**src/rtl/cdce_pkg.sv**
```systemverilog
// cdce_pkg: sequencer state encoding and default CDCE power-up timing shared with cdce_configure.
package cdce_pkg;

    typedef enum logic [2:0] {
        PDN_HOLD,
        SETTLE,
        CONFIG,
        SYNC_LO,
        SYNC_WAIT,
        LOCK_WAIT,
        READY
    } state_t;

    localparam int DEF_PDN_LOW_CYCLES      = 5000;
    localparam int DEF_SETTLE_CYCLES       = 25000;
    localparam int DEF_SYNC_LOW_CYCLES     = 50;
    localparam int DEF_SYNC_SETTLE_CYCLES  = 1000;
    localparam int DEF_LOCK_TIMEOUT_CYCLES = 2500000;
    localparam int DEF_CNT_W               = 24;

endpackage

```
**src/rtl/cdce_sync_2ff.sv**
```systemverilog
// cdce_sync_2ff: 1-bit two-flop synchronizer with asynchronous active-low reset.
module cdce_sync_2ff (
    input  logic clk,
    input  logic reset_n,
    input  logic d,
    output logic q
);

    logic meta;

    always_ff @(posedge clk or negedge reset_n) begin
        if (!reset_n) {q, meta} <= 2'b00;
        else          {q, meta} <= {meta, d};
    end

endmodule

```
**src/rtl/cdce_power_sequencer.sv**
```systemverilog
// cdce_power_sequencer: CDCE pdn/device_sync power-up sequencing ahead of configuration.
// Define CDCE_PLL_LOCK_WAIT_EN to add the synchronized PLL lock wait and sticky lock_error.
module cdce_power_sequencer
    import cdce_pkg::*;
#(
    parameter int PDN_LOW_CYCLES      = DEF_PDN_LOW_CYCLES,
    parameter int SETTLE_CYCLES       = DEF_SETTLE_CYCLES,
    parameter int SYNC_LOW_CYCLES     = DEF_SYNC_LOW_CYCLES,
    parameter int SYNC_SETTLE_CYCLES  = DEF_SYNC_SETTLE_CYCLES,
    parameter int LOCK_TIMEOUT_CYCLES = DEF_LOCK_TIMEOUT_CYCLES,
    parameter int CNT_W               = DEF_CNT_W
) (
    input  logic clk,
    input  logic reset_n,
    input  logic configure_done,
    input  logic pll_lock,
    output logic pdn,
    output logic device_sync,
    output logic config_enable,
    output logic ready,
    output logic lock_error
);

    localparam logic [CNT_W-1:0] PDN_N         = CNT_W'(PDN_LOW_CYCLES - 1);
    localparam logic [CNT_W-1:0] SETTLE_N      = CNT_W'(SETTLE_CYCLES - 1);
    localparam logic [CNT_W-1:0] SYNC_LOW_N    = CNT_W'(SYNC_LOW_CYCLES - 1);
    localparam logic [CNT_W-1:0] SYNC_SETTLE_N = CNT_W'(SYNC_SETTLE_CYCLES - 1);

    state_t           state, state_d;
    logic [CNT_W-1:0] cnt, cnt_d;
    logic             pdn_d, sync_d, cfg_d, ready_d, err_d;

`ifdef CDCE_PLL_LOCK_WAIT_EN
    localparam logic [CNT_W-1:0] LOCK_N = CNT_W'(LOCK_TIMEOUT_CYCLES - 1);
    logic lock_s;
    cdce_sync_2ff u_lock_sync (
        .clk     (clk),
        .reset_n (reset_n),
        .d       (pll_lock),
        .q       (lock_s)
    );
`else
    logic unused_lock;
    assign unused_lock = pll_lock ^ (LOCK_TIMEOUT_CYCLES == 0);
`endif

    always_comb begin
        state_d = state;
        cnt_d   = cnt - CNT_W'(1);
        pdn_d   = pdn;
        sync_d  = device_sync;
        cfg_d   = config_enable;
        ready_d = ready;
        err_d   = lock_error;
        case (state)
            PDN_HOLD: if (cnt == '0) begin
                state_d = SETTLE;
                cnt_d   = SETTLE_N;
                pdn_d   = 1'b1;
            end
            SETTLE: if (cnt == '0) begin
                state_d = CONFIG;
                cfg_d   = 1'b1;
            end
            CONFIG: if (configure_done) begin
                state_d = SYNC_LO;
                cnt_d   = SYNC_LOW_N;
                sync_d  = 1'b0;
            end
            SYNC_LO: if (cnt == '0) begin
                state_d = SYNC_WAIT;
                cnt_d   = SYNC_SETTLE_N;
                sync_d  = 1'b1;
            end
            SYNC_WAIT: if (cnt == '0) begin
`ifdef CDCE_PLL_LOCK_WAIT_EN
                state_d = LOCK_WAIT;
                cnt_d   = LOCK_N;
`else
                state_d = READY;
                ready_d = 1'b1;
`endif
            end
`ifdef CDCE_PLL_LOCK_WAIT_EN
            // a timeout still releases ready, but flags the missing lock
            LOCK_WAIT: if (lock_s || cnt == '0) begin
                state_d = READY;
                ready_d = 1'b1;
                err_d   = !lock_s;
            end
            READY: if (!lock_s) err_d = 1'b1;
`endif
            default: ;
        endcase
    end

    always_ff @(posedge clk or negedge reset_n) begin
        if (!reset_n) begin
            state         <= PDN_HOLD;
            cnt           <= PDN_N;
            pdn           <= 1'b0;
            device_sync   <= 1'b1;
            config_enable <= 1'b0;
            ready         <= 1'b0;
            lock_error    <= 1'b0;
        end else begin
            state         <= state_d;
            cnt           <= cnt_d;
            pdn           <= pdn_d;
            device_sync   <= sync_d;
            config_enable <= cfg_d;
            ready         <= ready_d;
            lock_error    <= err_d;
        end
    end

endmodule
```
**config.mk**
```make
export PLATFORM = sky130hd
export DESIGN_NAME = cdce_power_sequencer
export DESIGN_NICKNAME = d
export VERILOG_FILES = /design/src/rtl/cdce_pkg.sv /design/src/rtl/cdce_sync_2ff.sv /design/src/rtl/cdce_power_sequencer.sv
export SDC_FILE = /design/constraint.sdc
export NUM_CORES = 1
export LEC_CHECK = 0
export ABC_AREA = 1
export CORE_UTILIZATION = 64
export DETAILED_ROUTE_END_ITERATION = 16
export PLACE_DENSITY_LB_ADDON = 0.12
export RECOVER_POWER = 25
export SYNTH_ARGS = -nofsm -noshare
export SYNTH_HDL_FRONTEND = slang
export SYNTH_HIERARCHICAL = 1
export SYNTH_SLANG_ARGS = --single-unit
```
**constraint.sdc**
```tcl
create_clock -name clk -period 2.7 [get_ports clk]
set_clock_uncertainty 0.15 [all_clocks]
set_input_delay 0.81 -clock clk [delete_from_list [all_inputs] [get_ports clk]]
set_output_delay 0.81 -clock clk [all_outputs]
set_load 0.05 [all_outputs]
```
# Word-level counts from Yosys, hierarchy flattened
# Index checks and enable logic that the tools add are counted.
# totals
ff_bits	31
latchBits	0
mem_bits_rw	0
mem_bits_ro	0
input_bits	4
output_inout_bits	5
word_cells	38
n_memories	0
# op_classes
add_sub_neg	1
multipliers	0
n_div	0
order_cmp	0
n_eq_ne	9
n_shift	0
mux	13
bitwise	0
n_reduce_logical	9
# op_table
cell	count
$mux W24	3
$pmux W24 S3	1
$logic_not A24 Y1	1
$sub A24 B1 Y24 const B	1
$mux W3	5
$pmux W3 S5	1
$ne A2 B2 Y1 const B	5
$eq A3 B2 Y1 const B	2
$reduce_and A2 Y1	3
$reduce_and A6 Y1	1
$reduce_bool A5 Y1	1
$eq A3 B1 Y1 const B	1
$eq A3 B3 Y1 const B	1
$logic_not A3 Y1	1
$reduce_and A3 Y1	1
$mux W1	2
$pmux W1 S2	1
$reduce_bool A2 Y1	1

# Depth between registers and ports, before layout
# logic_depth
ltp_word	3
mapped_depth	12

# Least setup slack after synthesis
# No wires, ideal clock.
# synth_timing
kind	input to register
start	in configure_done
end	reg cnt[15]
arrival_ps	1464
required_ps	2429
path_slack_ps	965
cell_stages	8
path_buffers	1
cell_sequence	inv_1 -> nand2_1 -> nand4_2 -> nand2_4 -> nand2_4 -> inv_4 -> buf_12 -> nor2_2
# synth_between
elab_chain_len	2
# synth_lines
element	line_no	text
start, declared	cdce_power_sequencer.sv:15	input logic configure_done,
$mux W24	cdce_power_sequencer.sv:65	CONFIG: if (configure_done) begin
$pmux W24 S3	cdce_power_sequencer.sv:55	case (state)
via cnt_d[15]	cdce_power_sequencer.sv:30	logic [CNT_W-1:0] cnt, cnt_d;
end signal, assigned	cdce_power_sequencer.sv:108	cnt <= cnt_d;
end, declared	cdce_power_sequencer.sv:30	
# The timed path passes the listed nets, and every way through them passes these cells.
# A chain may end at the register's enable or synchronous reset.

# Worst setup path after layout
# layout_timing
start	reg device_sync
end	out device_sync
# layout_rtl
element	line_no	text
start, declared	cdce_power_sequencer.sv:18	output logic device_sync,
start signal, assigned	cdce_power_sequencer.sv:110	device_sync <= sync_d;
# No word-level cell between the ends.

==> results.md <==
- The internal power consumption is roughly 0.59 mW.
- The clock tree from TritonCTS is done.
- The worst path arrival time is 1.69 ns.
- The die covers 3147 sq um.
- The number of antenna diodes is 0.
- The flow ran to the end, and the final reports show no timing, DRC or antenna violations.
- The floorplan has 19 rows.
- The static leakage power is 0.8579 nW.
- Global routing finished with a remaining overflow of 0.
- The portion of the clock cycle consumed by the worst path in the final layout is a little over nine tenths.
- Summing the areas of all fa, ha and maj instances in the mapped netlist gives 1.336% of the synthesized area.
- Counting every sink on the clock net gives 31.
- Dividing the detail-routed wire length by the instance count gives 13.12 um.
- Setup violations remaining at the end of the flow were counted as 0.
- STA puts the critical path data required time at 1.74 ns.
- Relative to the synthesized area, the layout overhead comes to 7.281%.
- The slowest stage of the critical path belongs to the cell sky130_fd_sc_hd__clkdlybuf4s50_1.
- The worst-case IR drop observed on VDD is around 0.49 mV.
- The combinational share of power is under 10%.
- Gates resized during post-CTS repair numbered 0.
- During I/O placement, the number of pins put on the boundary was 9.
- The first detailed-routing pass ran for 4 iterations.
- The fraction of power spent switching nets is 23.27%.
- The detailed router finished its first iteration with between 80 and 90 violations.
- The hold-critical path depth is 1.
- Summing the areas of all compound-gate instances in the mapped netlist gives 3.808% of the synthesized area.
- The clock power share is 38.0%.
- The power per standard cell area is 384.8 nW/um^2.
- After clock tree synthesis, the flow added hold-fix buffers numbering 0.
- The final count of hold timing violations is 0.
- The capture point of the worst reg-to-reg path is state[1]$_DFFE_PN0P_.
- The worst hold path begins at config_enable$_DFFE_PN0P_.
- The distinct cell type count of the synthesized netlist is 30.
- The initial antenna violation count is 0.
- After detailed routing, the number of remaining DRC violations is 0.
- The synthesized netlist occupies a cell area of 1873 sq um.
- The number of buffers added on ports is 6.
- The number of nets in the synthesized netlist is between 200 and 250.
- The worst pin sits at a relative slew slack of between 40% and 50%.
- The total global-route track usage is between 20% and 30%.
- Timing would allow up to 377.7 MHz.
- Setup repair after global routing left no endpoint under its margin.
- After the last flow step, the layout net total stands at about 250.
- The endpoint type of the worst setup path is an output pin.
- The final routed wirelength across all metal layers is roughly 3600 um.
- The kind of critical path is register to output pin.
- In this run the number of H-tree levels came out at 2.
- The final critical path time including I/O delays and setup is about 2.6 ns.
- Dividing the detail-routed via count by the number of cells gives about 5.3.
- Clock-pin slew was measured on the worst setup and hold paths at about 0.10 ns.
- The worst setup path is launched from a register.
- Counting cells, the worst reg-to-reg path comes to 11.
- The half-perimeter wire length after placement is around 2600 um.
- At the placement stage, the worst setup path has a slack of between 0.3 and 0.4 ns.
- The critical-path maximum fanout is 2.
- The multiplexer fraction of the synthesized cell area is 0%.
- In this run the remaining antenna-violating nets after routing total 0.
- The tool flagged a number of max-cap violations equal to 0.
- The initial utilization of the core area, before any placement, comes to between 60 and 70%.
- The XOR/XNOR share of the synthesized area is under 10%.
- The first global-routing pass estimated around 6400 um of wire.
- The transition at the pin with the smallest max-transition slack is roughly 0.75 ns.
- Including well taps, the total number of placed cells is roughly 270.
- The biggest cell delay along the critical path is between 0.7 and 0.8 ns.
- Routability-driven placement finished with a final weighted congestion of a little over 0.9.
- The synthesized design contains 31 register bits.
- The share of cells above drive strength 1 is slightly above 20%.
- Entering global routing, the biggest net connects 32 pins.
- The placeable core area is between 2000 and 3000 sq um.
- The number of buffer and inverter stages on the critical path is 1.
- In the final timing run, aggregate negative setup slack is 0 ns.
- The placement-stage cell area is a little under 2000 sq um.
- For the worst-skew pair, the clock arrives at the later sink with an insertion delay of approximately 0.36 ns.
- CTS placed an instance of sky130_fd_sc_hd__clkbuf_4 at the clock tree root.
- The sequential area share after synthesis is 41.95%.
- In this run the power spent charging and discharging nets is 0.1799 mW.
- The final non-filler cell area is between 2000 and 2500 sq um.
- In this run, CTS created clock tree buffers numbering 5.
- The kind of cell with the highest combined delay along the critical path is buffers and inverters.
- The via count of the first global-routing pass came to between 1500 and 2000.
- Post-CTS timing repair inserted 0 buffers for setup.
- The count of yosys warnings during synthesis is 6.
- Counting along the longest clock path gives a buffer depth of 2.
- The min-delay analysis places its worst path in the category register to register.
- The synthesized netlist devotes between 30% and 40% of its cell area to simple gates.
- Across all register-to-register paths, the minimum setup slack is roughly 0.84 ns.
- The startpoint identified for the worst register-to-register timing path is cnt[0]$_DFF_PN1_.
- The final route contains between 1000 and 1500 vias.
- The critical path goes through clkdlybuf4s50_1.
- Hold is met by 0.3149 ns.
- The end of the worst hold path is config_enable$_DFFE_PN0P_.
- The synthesized instance count is ~230.
- The y dimension of the die is between 50 and 60 um.
- Of the total power, registers draw around 60%.
- The number of pins exceeding their max-slew limit in the final report was 0.
- The setup slack after layout is 0.05255 ns.
- The average cell area after synthesis is about 8 sq um.
- The combinational family with the most area after synthesis is simple AND/OR/NAND/NOR gates.
- The die outline width is roughly 56 um.
- The final non-filler cell total is between 200 and 300.
-- logic make-up after synthesis --
family	count (synthesis)
and+or+nand+nor	136
DFF	31
buffers and inverters	30
xor gates and xnor gates	17
AOI/OAI and AO/OA	12
adders and majority gates	2
other	1
-- through the flow --
stage / total power [mW] / utilization, %
floorplan: 0.4780 / -
global placement: 0.4894 / 70.78
detailed placement: 0.4898 / 70.78
CTS: 0.7832 / 72.96
global route: 0.7982 / 72.87
finish: 0.7732 / 72.87
-- worst max-delay path by stage --
stage	from	endpoint	depth (start not counted)
floorplan	configure_done	cnt[15]$_DFF_PN0_	8
global placement	configure_done	cnt[23]$_DFF_PN0_	8
detailed placement	configure_done	cnt[21]$_DFF_PN0_	8
CTS	device_sync$_DFFE_PN1P_	device_sync	1
global route	device_sync$_DFFE_PN1P_	device_sync	1
finish	device_sync$_DFFE_PN1P_	device_sync	1
-- cell usage after synthesis --
library cell | count | area [sq um]
sky130_fd_sc_hd__a21oi_1 | 4 | 20.02
sky130_fd_sc_hd__or2_2 | 1 | 6.260
sky130_fd_sc_hd__dfrtp_1 | 23 | 575.6
sky130_fd_sc_hd__inv_2 | 1 | 3.750
sky130_fd_sc_hd__nand4_2 | 1 | 12.51
sky130_fd_sc_hd__ha_1 | 2 | 25.02
sky130_fd_sc_hd__xnor2_1 | 3 | 26.28
sky130_fd_sc_hd__nor2_2 | 8 | 50.05
sky130_fd_sc_hd__o21ai_0 | 4 | 20.02
sky130_fd_sc_hd__dfstp_2 | 8 | 210.2
sky130_fd_sc_hd__o21a_1 | 1 | 7.510
sky130_fd_sc_hd__nand3_1 | 12 | 60.06
sky130_fd_sc_hd__nand2_2 | 4 | 25.02
sky130_fd_sc_hd__nand2_1 | 52 | 195.2
sky130_fd_sc_hd__nor2_1 | 33 | 123.9
sky130_fd_sc_hd__nor3_1 | 5 | 25.02
sky130_fd_sc_hd__nand4_1 | 3 | 18.77
sky130_fd_sc_hd__inv_1 | 26 | 97.59
sky130_fd_sc_hd__nand3b_1 | 1 | 7.510
sky130_fd_sc_hd__buf_12 | 1 | 20.02
sky130_fd_sc_hd__xor2_1 | 14 | 122.6
sky130_fd_sc_hd__conb_1 | 1 | 3.750
sky130_fd_sc_hd__o21bai_1 | 1 | 7.510
sky130_fd_sc_hd__nand2_4 | 3 | 33.78
sky130_fd_sc_hd__inv_4 | 1 | 6.260
sky130_fd_sc_hd__nor2_4 | 12 | 135.1
sky130_fd_sc_hd__a21o_1 | 1 | 7.510
sky130_fd_sc_hd__nand3_2 | 1 | 10.01
sky130_fd_sc_hd__buf_4 | 1 | 7.510
sky130_fd_sc_hd__a21oi_2 | 1 | 8.760
-- power by group through the flow --
stage / sequential (mW) / combinational (mW) / clock [mW]
2_1_floorplan: 0.473 / 0.00471 / 0
3_3_place_gp: 0.473 / 0.0162 / 0
3_5_place_dp: 0.473 / 0.0166 / 0
4_1_cts: 0.465 / 0.0167 / 0.302
5_1_grt: 0.465 / 0.0178 / 0.316
6_report: 0.465 / 0.0151 / 0.293
-- registers in the layout (all words and copies together) (netlist names) --
name,flops
cnt,24
state,3
config_enable,1
device_sync,1
pdn,1
ready,1
-- area by class of cell --
| cell class | instances | area (sq um) |
|---|---|---|
| timing repair buffer | 7 | 65.06 |
| clock inverter | 1 | 5.005 |
| sequential | 31 | 785.8 |
| clock buffer | 7 | 55.05 |
| fill | 213 | 748.2 |
| multi-input combinational | 168 | 952.2 |
| inverter | 28 | 107.6 |
| tap | 31 | 38.79 |
-- metal layers --
| layer | part of all wire (%) | track usage (%) |
|---|---|---|
| met1 | 43 | 29.07 |
| met2 | 50 | 47.28 |
| met3 | 3.7 | 5.814 |
| met4 | 3.3 | 18.12 |
| met5 | 0 | 0 |
-- cells in the final DEF (no fill, tap or decap), types with 2 or more instances in the layout --
cell type                          n
sky130_fd_sc_hd__dfstp_2           8
sky130_fd_sc_hd__xnor2_1           3
sky130_fd_sc_hd__clkdlybuf4s50_1   5
sky130_fd_sc_hd__clkbuf_4          5
sky130_fd_sc_hd__xor2_1           14
sky130_fd_sc_hd__inv_1            26
sky130_fd_sc_hd__a21oi_1           4
sky130_fd_sc_hd__nand2_2           4
sky130_fd_sc_hd__dfrtp_1          23
sky130_fd_sc_hd__nand3_1          12
sky130_fd_sc_hd__nor2_2            8
sky130_fd_sc_hd__nand2_4           3
sky130_fd_sc_hd__nor2_1           33
sky130_fd_sc_hd__o21ai_0           4
sky130_fd_sc_hd__nand4_1           3
sky130_fd_sc_hd__nand2_1          52
sky130_fd_sc_hd__nor2_4           12
sky130_fd_sc_hd__nor3_1            5
sky130_fd_sc_hd__ha_1              2
(Power assumes the default switching activity.)
